## src/rtl/alu_issue_unit.sv

```systemverilog
// alu_issue_unit: operand-fetch / write-back wrapper around an external
// combinational ALU. Holds a 16x16 register file and the 5-bit PSR
// {N,Z,F,L,C}. One instruction moves through IDLE -> FETCH -> EXEC -> WB.
// Optional build macro ISSUE_FAST_EN: accept in WB as well, giving
// 3-cycle throughput, with a write-before-read bypass on the fetch.
module alu_issue_unit #(
    parameter int REGS  = 16,
    parameter int WIDTH = 16
) (
    input  logic             i_clk,
    input  logic             i_reset,
    input  logic             i_instr_valid,
    output logic             o_instr_ready,
    input  logic [20:0]      i_instr,
    output logic [WIDTH-1:0] o_alu_rsrc,
    output logic [WIDTH-1:0] o_alu_rdest,
    output logic [4:0]       o_alu_opcode,
    output logic             o_alu_cin,
    input  logic [WIDTH-1:0] i_alu_out,
    input  logic [4:0]       i_alu_flags,
    output logic [4:0]       o_psr,
    output logic             o_wb_valid,
    output logic [3:0]       o_wb_addr,
    output logic [WIDTH-1:0] o_wb_data,
    output logic             o_illegal,
    input  logic [3:0]       i_dbg_addr,
    output logic [WIDTH-1:0] o_dbg_data
);

    typedef enum logic [1:0] {S_IDLE, S_FETCH, S_EXEC, S_WB} state_t;

    state_t                      r_state;
    logic [20:0]                 r_instr;
    logic [REGS-1:0][WIDTH-1:0]  r_regs;
    logic [WIDTH-1:0]            r_alu_rsrc;
    logic [WIDTH-1:0]            r_alu_rdest;
    logic [4:0]                  r_alu_opcode;
    logic [4:0]                  r_psr;
    logic                        r_wb_valid;
    logic [3:0]                  r_wb_addr;
    logic [WIDTH-1:0]            r_wb_data;
    logic                        r_illegal;

    logic [4:0]       w_op;
    logic [3:0]       w_rd_a;
    logic [3:0]       w_rs_a;
    logic [7:0]       w_imm8;
    logic [WIDTH-1:0] w_imm_ext;
    logic [WIDTH-1:0] w_rd_val;
    logic [WIDTH-1:0] w_rs_val;
    logic             w_accept;
    logic             w_is_cmp;
    logic             w_is_illegal;
    logic             w_sets_psr;

    // Opcodes whose Rsrc operand comes from imm8 rather than the register file.
    function automatic logic f_is_imm(input logic [4:0] op);
        case (op)
            5'b00001, 5'b00011, 5'b00110, 5'b00111, 5'b01001,
            5'b01011, 5'b01100, 5'b10010, 5'b10100: f_is_imm = 1'b1;
            default:                                f_is_imm = 1'b0;
        endcase
    endfunction

    // Unsigned immediates and shift counts are zero-extended; the rest sign-extend.
    function automatic logic f_zext(input logic [4:0] op);
        case (op)
            5'b00011, 5'b00110, 5'b01100, 5'b10010, 5'b10100: f_zext = 1'b1;
            default:                                          f_zext = 1'b0;
        endcase
    endfunction

    assign w_op   = r_instr[20:16];
    assign w_rd_a = r_instr[15:12];
    assign w_rs_a = r_instr[11:8];
    assign w_imm8 = r_instr[7:0];

    assign w_imm_ext = f_zext(w_op) ? {{(WIDTH-8){1'b0}}, w_imm8}
                                    : {{(WIDTH-8){w_imm8[7]}}, w_imm8};

    assign w_is_cmp     = (w_op == 5'b01010) || (w_op == 5'b01011) || (w_op == 5'b01100);
    assign w_is_illegal = (w_op > 5'b10110);
    assign w_sets_psr   = (w_op <= 5'b01100);

`ifdef ISSUE_FAST_EN
    // The previous result is forwarded while its write-back pulse is still up.
    assign w_rd_val = (r_wb_valid && r_wb_addr == w_rd_a) ? r_wb_data : r_regs[w_rd_a];
    assign w_rs_val = (r_wb_valid && r_wb_addr == w_rs_a) ? r_wb_data : r_regs[w_rs_a];
    assign o_instr_ready = (r_state == S_IDLE) || (r_state == S_WB);
`else
    assign w_rd_val = r_regs[w_rd_a];
    assign w_rs_val = r_regs[w_rs_a];
    assign o_instr_ready = (r_state == S_IDLE);
`endif

    assign w_accept = i_instr_valid && o_instr_ready;

    // Sequencer: latch instruction, fetch operands, settle, then commit.
    always_ff @(posedge i_clk or posedge i_reset) begin
        if (i_reset) begin
            r_state      <= S_IDLE;
            r_instr      <= '0;
            r_regs       <= '0;
            r_alu_rsrc   <= '0;
            r_alu_rdest  <= '0;
            r_alu_opcode <= '0;
            r_psr        <= '0;
            r_wb_valid   <= 1'b0;
            r_wb_addr    <= '0;
            r_wb_data    <= '0;
            r_illegal    <= 1'b0;
        end else begin
            r_wb_valid <= 1'b0;
            r_illegal  <= 1'b0;
            case (r_state)
                S_IDLE: begin
                    if (w_accept) begin
                        r_instr <= i_instr;
                        r_state <= S_FETCH;
                    end
                end
                S_FETCH: begin
                    r_alu_rdest  <= w_rd_val;
                    r_alu_rsrc   <= f_is_imm(w_op) ? w_imm_ext : w_rs_val;
                    r_alu_opcode <= w_op;
                    r_state      <= S_EXEC;
                end
                S_EXEC: begin
                    r_state <= S_WB;
                end
                S_WB: begin
                    if (w_is_illegal) begin
                        r_illegal <= 1'b1;
                    end else begin
                        if (!w_is_cmp) begin
                            r_regs[w_rd_a] <= i_alu_out;
                            r_wb_valid     <= 1'b1;
                            r_wb_addr      <= w_rd_a;
                            r_wb_data      <= i_alu_out;
                        end
                        if (w_sets_psr) begin
                            r_psr <= i_alu_flags;
                        end
                    end
`ifdef ISSUE_FAST_EN
                    if (w_accept) begin
                        r_instr <= i_instr;
                        r_state <= S_FETCH;
                    end else begin
                        r_state <= S_IDLE;
                    end
`else
                    r_state <= S_IDLE;
`endif
                end
                default: r_state <= S_IDLE;
            endcase
        end
    end

    assign o_alu_rsrc   = r_alu_rsrc;
    assign o_alu_rdest  = r_alu_rdest;
    assign o_alu_opcode = r_alu_opcode;
    assign o_alu_cin    = r_psr[0];
    assign o_psr        = r_psr;
    assign o_wb_valid   = r_wb_valid;
    assign o_wb_addr    = r_wb_addr;
    assign o_wb_data    = r_wb_data;
    assign o_illegal    = r_illegal;
    assign o_dbg_data   = r_regs[i_dbg_addr];

endmodule

```

## config.mk

```make
export PLATFORM = sky130hd
export DESIGN_NAME = alu_issue_unit
export DESIGN_NICKNAME = d
export VERILOG_FILES = /design/src/rtl/alu_issue_unit.sv
export SDC_FILE = /design/constraint.sdc
export NUM_CORES = 1
export LEC_CHECK = 0
export BUFFER_PORTS_ARGS = -buffer_cell sky130_fd_sc_hd__buf_2
export CAP_MARGIN = 20
export CORE_MARGIN = 2
export CORE_UTILIZATION = 35
export DETAILED_ROUTE_END_ITERATION = 12
export PLACE_DENSITY = 0.58
export SYNTH_ARGS = -nofsm -noshare
export SYNTH_HDL_FRONTEND = slang
export SYNTH_SLANG_ARGS = --single-unit
export TNS_END_PERCENT = 100
```

## constraint.sdc

```tcl
create_clock -name i_clk -period 15.9 [get_ports i_clk]
set_input_delay 3.18 -clock i_clk [delete_from_list [all_inputs] [get_ports i_clk]]
set_output_delay 3.18 -clock i_clk [all_outputs]
set_load 0.03 [all_outputs]
```

# --- After elaboration in Yosys (flattened, before gate mapping) ---
# Memory sizes are Yosys's and may differ from the RTL's.
# Cells that the tools add are included.
classes:
  magnitude_cmp: 6
  eq_ne: 11
  n_mux: 20
  bitwise: 2
  n_reduce_logical: 9
ops:
  columns: ["operator", "count"]
  rows:
  - ["256-bit bitwise mux", 1]
  - ["16-bit binary-select mux with 4-bit select", 3]
  - ["16-bit 2-to-1 mux", 6]
  - ["16-bit demux with 4-bit select", 1]
  - ["5-bit by 4-bit equality test with 1-bit output, second input constant", 3]
  - ["4-bit by 5-bit less-than comparator with 1-bit output, second input constant", 3]
  - ["5-bit equality test, second input constant", 2]
  - ["2-bit one-hot mux with 4 select lines", 1]
  - ["1-bit 2-to-1 mux", 7]
  - ["3-bit AND reduction", 2]
  - ["5-bit by 2-bit equality test with 1-bit output, second input constant", 1]
  - ["5-bit by 3-bit equality test with 1-bit output, second input constant", 1]
  - ["5-bit greater-than comparator, second input constant", 1]
  - ["5-bit by 4-bit <= comparator with 1-bit output, second input constant", 1]
  - ["5-bit OR reduction", 1]
  - ["2-bit equality test, second input constant", 2]
  - ["4-bit by 1-bit greater-or-equal comparator with 1-bit output, second input constant", 1]
  - ["2-bit by 1-bit equality test with 1-bit output, second input constant", 1]
  - ["1-bit logical AND", 2]
  - ["2-bit zero test", 1]
  - ["1-bit logical OR", 2]
  - ["2-bit 2-to-1 mux", 1]
  - ["2-bit by 1-bit inequality test with 1-bit output, second input constant", 1]
  - ["1-bit inverter", 2]
  - ["2-bit AND reduction", 1]
totals:
  regBits: 343
  mem_bits_ro: 32
  input_bits: 49
  word_cells: 75
  mem_count: 1
mem_list:
  columns: ["memory", "depth", "word_bits", "rd", "rd_clocked_by_memory_dff", "wr", "line_no", "source"]
  rows:
  - ["(no name shown)", 32, 1, 1, 0, 0, "58", "case (op)"]

# --- Depth between registers and ports, before layout ---
# Gate-level depths: netlist of run 1.
logic_depth:
  ltp_word: 6
  depth_mapped: 9

# --- Worst setup path before layout of run 1 ---
# No wires, ideal clock.
synth_timing:
  path_kind: "input -> output"
  startpoint: "in i_dbg_addr[0]"
  endpoint: "out o_dbg_data[0]"
  arrival_ps: 4970
  required_ps: 12720
  slack_ps: 7750
  stages: 4
  cell_sequence: "clkbuf_1 -> buf_2 -> mux4_2 -> mux4_2"
synth_between:
  elab_chain_len: 2
synth_rtl:
  columns: ["item", "line_no", "source"]
  rows:
  - ["start, declared", "26", "input logic [3:0] i_dbg_addr,"]
  - ["16-bit binary-select mux with 4-bit select", "170", "assign o_dbg_data = r_regs[i_dbg_addr];"]
  - ["16-bit 2-to-1 mux (implied by the code)", "170", null]
  - ["end, declared", "27", "output logic [WIDTH-1:0] o_dbg_data"]
# No other way between the ends. The select of a mux whose other input is x is not followed.

# --- Worst setup path after layout of run 1 ---
layout_timing:
  startpoint: "in i_dbg_addr[0]"
  endpoint: "out o_dbg_data[15]"
# Same word-level chain as after synthesis.

==> results.cfg, run 1 <==
[cells_and_area]
nNetsFinal = 1312
post-route-util_pct = 40.04
drive_above_1_share_pct = 55.95
syn_to_final_growth_pct = 13.38

[clock_network]
numClockSinks = 343
hold_buffers = 0
post_cts_buffers = 0
cts.repair.resized = 0
clkTransAtPathRegs_ns = 0.06
clk_path_buf_depth = 3
worstSkewPairLatency_ns = 0.57
tritoncts = done
cts-root-buf = clkbuf_16
cts_max_level = 2
cts_buffers = 39

[synth]
syn_area_per_cell_sq_um = 16.17
synth.distinct_cells = 39
synthArstFlopShare_pct = 100.0
synth_edf_count = 0
syn_inst = 1173
ys_ff_latch = 343
synth_flop_cell = dfrtp_1
syn-cell-area_sq_um = 18970
ys_warn_count = 0
synth_fp_nets = 1226
ys_seq_area_share_pct = 45.25

[pwr]
power.density_nw_per_um2 = 212.9
p_leak_nw = 9.269
ir_drop_mv = 0.1111

[detailed_routing]
antenna_left = 0
drcViolationCount = 0
firstDrtPassIters = 5
vias = 12040
vias_per_cell = 6.068
drt_wl_total_mm = 57.82
drt_iter0_drc = 1095
wire_per_inst_um = 29.13

[timing]
tightestPinTransition_ns = 1.062
period_share_pct = 56.15
setup_tns_ns = 0
hold_viol = 0
setup_viol = 0
min_period_ns = 8.928
max_freq_mhz = 112.0
relSlewSlack_pct = 29.20
fin_skew_ns = 0.01903
slew_violations = 0
rsz0062_at_grt = no

[die]
die_w_um = 236.8
start_util_pct = 35.32
die_y_um = 236.8
dieArea_sq_um = 56070
row_count = 85
core-area_sq_um = 53710
io_pins = 131

[flow_run]
max_cap_viol_count = 0

[global_route]
grt_max_degree = 166
grt_pass1_wl_mm = 86.19
grt_pass1_vias = 12300
overflow = 0
grt_usage_pct = 20.86
grt_antenna_before_repair = 4

[worst_setup_path]
critPathMaxFanout = 49
crit_arrival_ns = 5.75
path_class = input pin to output port
required_ns = 12.72
r2r_slack_ns = 12.24
max_stage_delay_ns = 0.83
endpoint_kind = output port
cp_cell_sequence = buf_4 -> buf_4 -> mux4_2 -> mux4_2 -> buf_2
r2r_start = r_instr[17]
crit_slowest_cell = buf_4
rr_worst_depth = 6
r2r_end = r_regs[7]
startpoint_type = input pin

[run_status]
status = completed

[min_path]
min_to = o_psr[3]
hold_depth = 1
hp-class = flip-flop to flip-flop
hold_start = o_psr[3]

[placement]
post-dp-hpwl_mm = 34.56
gp_congestion = 0.7686
portBuffers = 130
sequential cells by signal (all words and copies together) (netlist names):
name	cells
r_regs	256
r_instr	21
o_alu_rdest	16
o_alu_rsrc	16
o_wb_data	16
o_alu_opcode	5
o_psr	5
o_wb_addr	4
r_state	2
o_illegal	1
o_wb_valid	1
Yosys cell counts, types with 8 or more instances:
cell type,instances,area share (%)
clkbuf_1,39,0.77
a22oi_1,17,0.67
mux2i_1,16,0.84
buf_1,27,0.53
a221o_1,23,1.2
a21oi_1,18,0.47
a22o_1,8,0.37
buf_2,35,0.92
buf_4,9,0.36
nor3_4,9,0.77
a221oi_1,8,0.37
mux2_2,260,15
nor3_1,15,0.40
buf_6,8,0.47
dfrtp_1,343,45
mux2_1,63,3.7
o21ai_0,11,0.29
mux4_2,208,25
cell families (layout without fill, tap and decap cells):
logic type	Yosys count	count (layout)	synth area share [%]
muxes	547	547	44.72
DFF	343	343	45.25
buffers and inverters	125	237	3.199
AOI/OAI and AO/OA	91	91	3.608
and+or+nand+nor	62	62	2.916
adders and majority gates	4	4	0.2639
xor gates and xnor gates	1	1	0.04618
other	0	4	0
layout make-up:
type	instances	area, sq um
tap	696	870.8
inverter	7	33.78
clock inverter	14	157.7
fill	4826	32200
antenna	4	10.01
timing repair buffer	163	917.1
sequential	343	8597
multi-input combinational	705	9801
clock buffer	53	1119
how the worst max path moves through the flow:
| stage | startpoint | end | slack [ns] |
|---|---|---|---|
| after floorplan | i_reset | o_alu_opcode[0] | 3.21 |
| after global placement | i_dbg_addr[0] | o_dbg_data[14] | 7.00 |
| after detailed placement | i_dbg_addr[0] | o_dbg_data[9] | 6.91 |
| after CTS | i_dbg_addr[0] | o_dbg_data[9] | 6.91 |
| after global routing | i_dbg_addr[0] | o_dbg_data[9] | 6.80 |
| final | i_dbg_addr[0] | o_dbg_data[15] | 6.97 |
metrics by stage:
| step | cell area, sq um | worst slack, ns | cells | hold slack, ns | total power, mW |
|---|---|---|---|---|---|
| after floorplan | 18970 | 3.212 | 1173 | 0.4732 | 3.082 |
| after global placement | 20210 | 6.997 | 1913 | 0.4802 | 3.623 |
| after detailed placement | 20210 | 6.913 | 1913 | 0.4873 | 3.664 |
| after CTS | 21480 | 6.910 | 1980 | 0.5010 | 4.602 |
| after global routing | 21500 | 6.803 | 1982 | 0.5138 | 4.809 |
| final | 21510 | 6.972 | 1985 | 0.4977 | 4.579 |
power by group:
| part | switching (mW) | leakage, nW | internal (mW) | total (mW) |
|---|---|---|---|---|
| Combinational | 0.920 | 4.18 | 1.04 | 1.96 |
| Sequential | 0.457 | 4.46 | 1.24 | 1.70 |
| Clock | 0.380 | 0.630 | 0.541 | 0.920 |
routing by layer:
metal / part of all wire (%) / routed length (um) / vias up / track usage [%]
li1: - / - / 4872 / -
met4: 3.2 / 1858 / 2 / 7.672
met1: 43 / 25130 / 6551 / 29.43
met5: 0.024 / 14 / - / 0
met3: 7.9 / 4591 / 109 / 4.908
met2: 45 / 26230 / 510 / 31.45
worst max-delay path, delay by kind of cell:
family,cells,cell delay (ns)
muxes,2,1.13
buffers and inverters,3,1.33
cell usage in the layout, fill, tap and decap left out, types with 16 or more instances in the layout:
cell type	count
a21oi_1	18
a221o_1	23
a22oi_1	17
buf_2	129
buf_4	32
clkbuf_16	39
dfrtp_1	338
mux2_1	63
mux2_2	260
mux2i_1	16
mux4_2	208
No activity file was read; power rests on OpenSTA's default activity.
==> run 2: changes to the inputs <==
==> constraint.sdc (replaced) <==
create_clock -name i_clk -period 8.69 [get_ports i_clk]
set_input_delay 1.738 -clock i_clk [delete_from_list [all_inputs] [get_ports i_clk]]
set_output_delay 1.738 -clock i_clk [all_outputs]
set_load 0.03 [all_outputs]
==> results.cfg, run 2 (synthesized netlist as in run 1, its figures left out) <==
[timing]
setup_viol = 0
hold_viol = 0
min_period_ns = 6.058
setup_ws_ns = 2.632
tightestPinTransition_ns = 1.202
period_share_pct = 69.71
setup_tns_ns = 0
fin_skew_ns = 0.02038
slew_violations = 0
relSlewSlack_pct = 19.25
rsz0062_at_grt = no
max_freq_mhz = 165.1

[pwr]
p_int_mw = 5.221
p_leak_nw = 9.312
p_sw_share_pct = 38.08
comb_power_share_pct = 43.0
power_switching_mw = 3.210
clkPwrFrac_pct = 20.6
power.density_nw_per_um2 = 390.0
seq_power_share_pct = 36.4
ir_drop_mv = 0.1525

[cells_and_area]
final_cell_mix = dfrtp_1, mux2_2, mux4_2
largest_register_ff_count = 256
fillCellCount = 4835
nNetsFinal = 1314
drive_above_1_share_pct = 56.08
post-route-cell-area_sq_um = 21620
multi_input_area_sq_um = 9798
largestRegisters = r_regs x256, r_instr x21
regArea_sq_um = 8597
syn_to_final_growth_pct = 13.97
top_register = r_regs
final_common_cell = dfrtp_1
post-route-util_pct = 40.25

[detailed_routing]
vias = 12080
antenna_left = 0
vias_per_cell = 6.069
firstDrtPassIters = 5
drt_iter0_drc = 1094
drcViolationCount = 0
wire_per_inst_um = 28.77
drt_wl_total_mm = 57.26

[worst_setup_path]
cp_cell_sequence = buf_4 -> buf_4 -> mux4_2 -> mux4_2 -> buf_2
max_stage_delay_ns = 0.61
endpoint_kind = output port
critPathMaxFanout = 40
path_buf_inv = 3
path_class = input pin to output port
startpoint_type = input pin
crit_slowest_cell = buf_4
required_ns = 6.95
crit_arrival_ns = 4.32
crit_family = buffers and inverters

[die]
row_count = 85
die_y_um = 236.8
core-area_sq_um = 53710
io_pins = 131
die_w_um = 236.8
start_util_pct = 35.32
dieArea_sq_um = 56070

[clock_network]
clk_path_buf_depth = 3
tritoncts = done
cts_buffers = 40
post_cts_buffers = 0
cts-root-buf = clkbuf_16
cts_max_level = 2
cts.repair.resized = 0
hold_buffers = 0
worstSkewPairLatency_ns = 0.57
numClockSinks = 343
clkTransAtPathRegs_ns = 0.06

[global_route]
overflow = 0
grt_max_degree = 174
grt_usage_pct = 20.75
grt_pass1_vias = 12330
grt_pass1_wl_mm = 86.23
grt_antenna_before_repair = 4

[run_status]
status = completed

[placement]
portBuffers = 130
place_ws_ns = 2.563
place_area_sq_um = 20210
post-dp-hpwl_mm = 35.72
gp_congestion = 0.8128

[min_path]
hp-class = flip-flop to flip-flop

[flow_run]
max_cap_viol_count = 0
[run 2: cell count changes in the layout (fill, tap and decap cells not counted), sizes merged]
| cell | delta |
|---|---|
| clkbuf | +7 |
| inv | -2 |
| bufinv | -1 |
| clkinv | -1 |
| clkinvlp | +2 |
| buf | +1 |
| diode | -1 |
[run 2: routing by layer]
| metal | routed length, um | vias to the layer above | track usage, % | share of wire [%] |
|---|---|---|---|---|
| met2 | 26160 | 511 | 31.21 | 46 |
| li1 | - | 4889 | - | - |
| met3 | 4253 | 116 | 4.383 | 7.4 |
| met5 | 30 | - | 0 | 0.052 |
| met1 | 24870 | 6558 | 29.82 | 43 |
| met4 | 1947 | 4 | 7.269 | 3.4 |
[run 2: final cells by class]
cell class              count  share of cell area, %
multi-input cells         705                  45.32
flip-flops and latches    343                  39.77
clock buffers              60                  5.684
repair buffers            164                  4.428
well taps                 696                  4.028
clock inverters            12                 0.5961
inverters                   7                 0.1389
diodes                      3                0.03473
[run 2: path summary, 6_finish.rpt]
check	to	cells after the start	start	slack [ns]
min in group asynchronous	o_alu_rsrc[10]	3	i_reset	1.37
max in group asynchronous	r_regs[208]	4	i_reset	5.81
max reg2reg	r_regs[136]	6	r_instr[17]	4.76
max	o_dbg_data[9]	5	i_dbg_addr[0]	2.63
min reg2reg	o_psr[4]	1	o_psr[4]	0.50
min	o_psr[4]	1	o_psr[4]	0.50
[run 2: metrics by stage]
stage	power, mW	hold slack (ns)	cells
final	8.431	0.4984	1990
after global routing	8.870	0.5156	1987
after CTS	8.477	0.5016	1985
after detailed placement	6.700	0.4884	1913
after global placement	6.629	0.4815	1913
after floorplan	5.639	0.4732	1173
[run 2: power groups by stage]
stage	clock [mW]	combinational (mW)	sequential, mW
6_report	1.74	3.62	3.07
5_1_grt	1.85	3.84	3.18
4_1_cts	1.78	3.64	3.06
3_5_place_dp	0	3.62	3.08
3_3_place_gp	0	3.57	3.06
2_1_floorplan	0	2.74	2.90
